<file path="src/rtl/fpu_pkg.sv">
// Shared binary32 field widths, constants and types for the FPU datapath.
package fpu_pkg;

   localparam int unsigned EXP_W    = 8;
   localparam int unsigned FRAC_W   = 23;
   localparam int unsigned EXP_BIAS = 127;
   localparam logic [EXP_W-1:0] EXP_MAX = 8'hFF;
   localparam logic [31:0]      QNAN    = 32'h7FC0_0000;

   typedef struct packed {
      logic              sign;
      logic [EXP_W-1:0]  exp;
      logic [FRAC_W-1:0] frac;
   } float_t;

   typedef struct packed {
      logic nan;
      logic inf;
      logic zero;
   } spec_t;

endpackage

</file>
<file path="src/rtl/fmul_mant_mul.sv">
// 24x24 unsigned significand multiplier with a registered 48-bit product.
module fmul_mant_mul (
   input  logic        clk,
   input  logic        rst_n,
   input  logic [23:0] a_i,
   input  logic [23:0] b_i,
   output logic [47:0] p_o
);

   logic [47:0] p_q;

   always_ff @(posedge clk or negedge rst_n) begin
      if (!rst_n) begin
         p_q <= '0;
      end else begin
         p_q <= 48'(a_i) * 48'(b_i);
      end
   end

   assign p_o = p_q;

endmodule

</file>
<file path="src/rtl/fmul.sv">
// Three-stage binary32 multiplier: capture, significand product, normalise/round/pack.
module fmul
   import fpu_pkg::*;
(
   input  logic        clk,
   input  logic        rst_n,
   input  logic [31:0] a,
   input  logic [31:0] b,
   output logic [31:0] s
);

   float_t      a_q, b_q;
   spec_t       spec_d, spec_q;
   logic        sign_q;
   logic [9:0]  exp_d, exp_q;
   logic [47:0] prod;
   logic [31:0] s_q;

   always_ff @(posedge clk or negedge rst_n) begin
      if (!rst_n) begin
         a_q <= '0;
         b_q <= '0;
      end else begin
         a_q <= a;
         b_q <= b;
      end
   end

   // Denormal inputs count as zero, so a zero exponent alone marks a zero operand.
   always_comb begin
      logic a_zero, b_zero, a_inf, b_inf, a_nan, b_nan;
      a_zero = (a_q.exp == '0);
      b_zero = (b_q.exp == '0);
      a_inf  = (a_q.exp == EXP_MAX) && (a_q.frac == '0);
      b_inf  = (b_q.exp == EXP_MAX) && (b_q.frac == '0);
      a_nan  = (a_q.exp == EXP_MAX) && (a_q.frac != '0);
      b_nan  = (b_q.exp == EXP_MAX) && (b_q.frac != '0);
      spec_d.nan  = a_nan || b_nan || (a_inf && b_zero) || (a_zero && b_inf);
      spec_d.inf  = a_inf || b_inf;
      spec_d.zero = a_zero || b_zero;
      exp_d = {2'b00, a_q.exp} + {2'b00, b_q.exp} - 10'(EXP_BIAS);
   end

   fmul_mant_mul u_mant_mul (
      .clk   (clk),
      .rst_n (rst_n),
      .a_i   ({1'b1, a_q.frac}),
      .b_i   ({1'b1, b_q.frac}),
      .p_o   (prod)
   );

   always_ff @(posedge clk or negedge rst_n) begin
      if (!rst_n) begin
         spec_q <= '0;
         sign_q <= 1'b0;
         exp_q  <= '0;
      end else begin
         spec_q <= spec_d;
         sign_q <= a_q.sign ^ b_q.sign;
         exp_q  <= exp_d;
      end
   end

   logic        norm, guard, sticky, round_up, unf, ovf;
   logic [22:0] mant;
   logic [23:0] mant_r;
   logic [9:0]  exp_n;
   float_t      res;

   always_comb begin
      norm     = prod[47];
      mant     = norm ? prod[46:24] : prod[45:23];
      guard    = norm ? prod[23] : prod[22];
      sticky   = norm ? (|prod[22:0]) : (|prod[21:0]);
      round_up = guard && (sticky || mant[0]);
      // A carry out of the rounded fraction leaves it all-zero, so only the exponent moves.
      mant_r   = {1'b0, mant} + 24'(round_up);
      exp_n    = exp_q + 10'(norm) + 10'(mant_r[23]);
      unf      = ($signed(exp_n) <= 10'sd0);
      ovf      = ($signed(exp_n) >= 10'sd255);
      res      = '0;
      res.sign = sign_q;
      if (spec_q.nan) begin
         res = QNAN;
      end else if (spec_q.inf) begin
         res.exp = EXP_MAX;
      end else if (!spec_q.zero && !unf) begin
         if (ovf) begin
            res.exp = EXP_MAX;
         end else begin
            res.exp  = exp_n[7:0];
            res.frac = mant_r[22:0];
         end
      end
   end

   always_ff @(posedge clk or negedge rst_n) begin
      if (!rst_n) begin
         s_q <= '0;
      end else begin
         s_q <= res;
      end
   end

   assign s = s_q;

endmodule

</file>
<file path="config.mk">
export PLATFORM = sky130hd
export DESIGN_NAME = fmul
export DESIGN_NICKNAME = d
export VERILOG_FILES = /design/src/rtl/fpu_pkg.sv /design/src/rtl/fmul_mant_mul.sv /design/src/rtl/fmul.sv
export SDC_FILE = /design/constraint.sdc
export NUM_CORES = 2
export LEC_CHECK = 0
export BUFFER_PORTS_ARGS = -buffer_cell sky130_fd_sc_hd__buf_2
export CAP_MARGIN = 25
export CELL_PAD_IN_SITES_DETAIL_PLACEMENT = 0
export CELL_PAD_IN_SITES_GLOBAL_PLACEMENT = 1
export CORE_AREA = 2 2 294 296
export DETAILED_ROUTE_END_ITERATION = 6
export DIE_AREA = 0 0 296 298
export PLACE_DENSITY_LB_ADDON = 0.1
export SETUP_SLACK_MARGIN = 0.5
export SLEW_MARGIN = 15
export SYNTH_ARGS = -nofsm -noshare
export SYNTH_HDL_FRONTEND = slang
export SYNTH_HIERARCHICAL = 1
export SYNTH_SLANG_ARGS = --single-unit
export TNS_END_PERCENT = 20
</file>
<file path="constraint.sdc">
create_clock -name clk -period 10.9 [get_ports clk]
set_input_delay 1.635 -clock clk [delete_from_list [all_inputs] [get_ports clk]]
set_output_delay 1.635 -clock clk [all_outputs]
set_load 0.01 [all_outputs]
</file>
==> flow_summary.json <==
{
  "relSlewSlack_pct": 33.96,
  "synth_cells": 2664,
  "wl_met3_um": 1636,
  "grt_pass1_wl_um": 118700,
  "numClockSinks": 158,
  "ant_nets": 0,
  "path_delay_family": "adder cells",
  "final-setup-viol-count": 0,
  "fill_cells": 8977,
  "drt-initial-drc-count": 740,
  "ios": 98,
  "fin_crit_ps": 7354,
  "r2r_slack_ps": 3550,
  "h-tree-depth": 4,
  "antenna_found_initial": 2,
  "drv_slew": 0,
  "cp-endpoint": "u_mant_mul/p_o[44]",
  "cp.arrival_ps": 7740,
  "path_buf_inv": 7,
  "fin_skew_ps": 15.37,
  "drc_errors": 0,
  "cap_violations": 0,
  "netlist_area_um2": 25270,
  "critPathKind": "flop to flop",
  "crit_required_ps": 11290,
  "worstMarginPinSlew_ps": 990.5,
  "async_flop_share_pct": 100.0,
  "hold_class": "flop to flop",
  "synth.distinct_cells": 68,
  "cp-start-kind": "flop",
  "hpwl_um": 58090,
  "topRoutingLayerUsed": "met5",
  "synth-edff-count": 0,
  "layout_commonest_cell": "inv_1",
  "rsz0062_at_grt": "false",
  "hold_violations": 0,
  "r2r_end": "u_mant_mul/p_o[44]",
  "endpoint_kind": "flop",
  "coreArea_um2": 84880,
  "viasPerCell": 4.571,
  "yosys.area_share.simple_pct": 16.69,
  "die_w_um": 296,
  "area_delta_synth_final_pct": 9.691,
  "synth.yosys.warnings": 6,
  "r2r_cells": 24,
  "globalplace.congestion": 0.8064,
  "synth_ff_type": "dfrtp_1",
  "synth_top_family_by_area": "adder cells",
  "clk_latency_ps": 480,
  "fp-row-count": 107,
  "grt_use_total_pct": 17.93,
  "worst_slack_ps": 3546,
  "finalSetupTns_ps": 0,
  "timing.final.crit_share_pct": 67.47,
  "grt_max_degree": 94,
  "path_cells": "nand2_1 -> fa_1 -> inv_1 -> fa_1 -> inv_1 -> fa_1 -> inv_1 -> fa_1 -> inv_1 -> fa_1 -> inv_1 -> fa_1 -> inv_1 -> fa_1 -> inv_1 -> ha_1 -> nand4_1 -> nor3_1 -> o211ai_1 -> and3_1 -> o31ai_1 -> nand4_1 -> o21ai_1 -> xor2_1",
  "cts_root_buf": "clkbuf_16",
  "die_height_um": 298,
  "synthAdderAreaFrac_pct": 47.81,
  "drive_gt1_share_pct": 7.322,
  "postCtsResizedCells": 0,
  "synth-seq-cells": 158,
  "place_inst": 3830,
  "path_max_fanout": 25,
  "synth_xor_area_share_pct": 3.085,
  "dieArea_um2": 88210,
  "crit_slowest_cell": "dfrtp_1",
  "dr.pass1.iters": 5,
  "drt-met1-wl_um": 33870,
  "r2r-start": "b_q[3]",
  "preCtsSetupSlack_ps": 3611,
  "yosysSeqAreaShare_pct": 15.65,
  "nNetsFinal": 3446,
  "synth.area.mux_share_pct": 0.7626,
  "finalWirelength_um": 75740,
  "io_buffers": 97,
  "ctsHoldBuffers": 0,
  "final_cell_mix": "inv_1, fa_1, nand2_1, and2_1, ha_1",
  "cts_buffers": 17,
  "start_util_pct": 29.77,
  "crit_path_max_incr_delay_ps": 970,
  "cp-startpoint": "b_q[3]",
  "wl_met2_um": 38640,
  "grt_pass1_vias": 19720,
  "tritoncts": "built",
  "avgSynthCellArea_um2": 9.485,
  "synth-compound-area-share_pct": 5.477,
  "clk_pin_slew_worst_paths_ps": 70,
  "outcome": "finished clean",
  "via_count": 17670,
  "clock_path_buffers": 2,
  "drt-wirelength-per-cell_um": 19.59,
  "max_freq_ghz": 0.1360,
  "grt_remaining_overflow": 0,
  "stdcell_count": 3866,
  "cp_num_cells": 24,
  "postCtsSetupBuffers": 0
}
==> how the worst min path moves through the flow <==
stage	from	endpoint	slack [ps]	cells after the start
floorplan	a_q[31]	sign_q	420	1
global placement	a_q[31]	sign_q	420	1
detailed placement	a_q[31]	sign_q	420	1
CTS	a_q[31]	sign_q	430	1
global route	a_q[31]	sign_q	450	1
finish	a_q[31]	sign_q	420	1
==> metrics by stage <==
| stage | util [%] | instance area, um2 | hold WS, ps |
|---|---|---|---|
| 6_report | 32.65 | 27720 | 417.5 |
| 5_1_grt | 32.64 | 27710 | 449.5 |
| 4_1_cts | 32.64 | 27710 | 428.3 |
| 3_5_place_dp | 31.94 | 27110 | 422.2 |
| 3_3_place_gp | 31.87 | 27050 | 422.9 |
| 2_1_floorplan | - | 25310 | 416.6 |
==> synthesized netlist by cell type, types with 3 or more instances <==
cell      number  area [um2]
a31oi_1        8       50.05
xor2_1        35       306.5
ha_1         191        2390
a31o_2         3       26.28
nand2b_1       6       37.54
nor2_1        56       210.2
and3_1         3       18.77
nand2_1      326        1224
nand4_1       37       231.5
buf_2          7       35.03
o21bai_1       9       67.56
nor2b_1        7       43.79
o211ai_1       8       60.06
and4_1         4       35.03
a211oi_1      19       142.6
clkbuf_1     122       457.9
and2_1       307        1921
nor4_1        22       137.6
a22oi_1        5       37.54
a21o_1        32       240.2
o21ai_0       14       70.07
mux2i_1       17       170.2
xnor2_1       54       473.0
a21oi_1       44       220.2
dfrtp_1      158        3954
fa_1         484        9689
inv_1        570        2140
nor3_1        18       90.09
nor3b_1        5       37.54
nand3_1       25       125.1
o21ai_1       16       80.08
o21a_1         6       45.04
==> state kept, by name, indices dropped and copies added (netlist names) <==
name            cells
exp_q              10
u_mant_mul/p_o     48
sign_q              1
s                  32
a_q                32
spec_q              3
b_q                32
==> kinds of logic after synthesis <==
family	Yosys count
other	1
XOR/XNOR	89
flip-flops	158
adder cells (fa/ha/maj)	675
AND/OR/NAND/NOR	826
buffers and inverters	703
multiplexers	19
AO/OA/AOI/OAI	193
==> routing by layer <==
| metal | vias up | GRT usage (%) |
|---|---|---|
| li1 | 8100 | - |
| met3 | 61 | 1.925 |
| met1 | 9280 | 23.56 |
| met2 | 227 | 31.32 |
| met5 | - | 0 |
| met4 | 2 | 4.533 |
==> worst register-to-register path, cell delays in order, from the launching register on <==
cell	delay (ps)
dfrtp_1	970
nand2_1	210
fa_1	580
inv_1	50
fa_1	470
inv_1	50
fa_1	530
inv_1	50
fa_1	510
inv_1	60
fa_1	540
inv_1	50
fa_1	470
inv_1	50
fa_1	490
inv_1	40
ha_1	370
nand4_1	190
nor3_1	240
o211ai_1	160
and3_1	230
o31ai_1	430
nand4_1	170
o21ai_1	190
xor2_1	160
==> final cells by class <==
class,instances,area [um2],share of cell area (%)
multi-input cells,1814,18700,67.46
flip-flops and latches,158,3958,14.28
inverters,571,2143,7.733
well taps,1144,1431,5.165
repair buffers,143,877.1,3.165
clock buffers,20,446.7,1.612
clock inverters,12,151.4,0.5463
diodes,4,10.01,0.03612
Power is not shown: default switching activity piles up to over one toggle a cycle in this logic, so the estimate is an artifact.
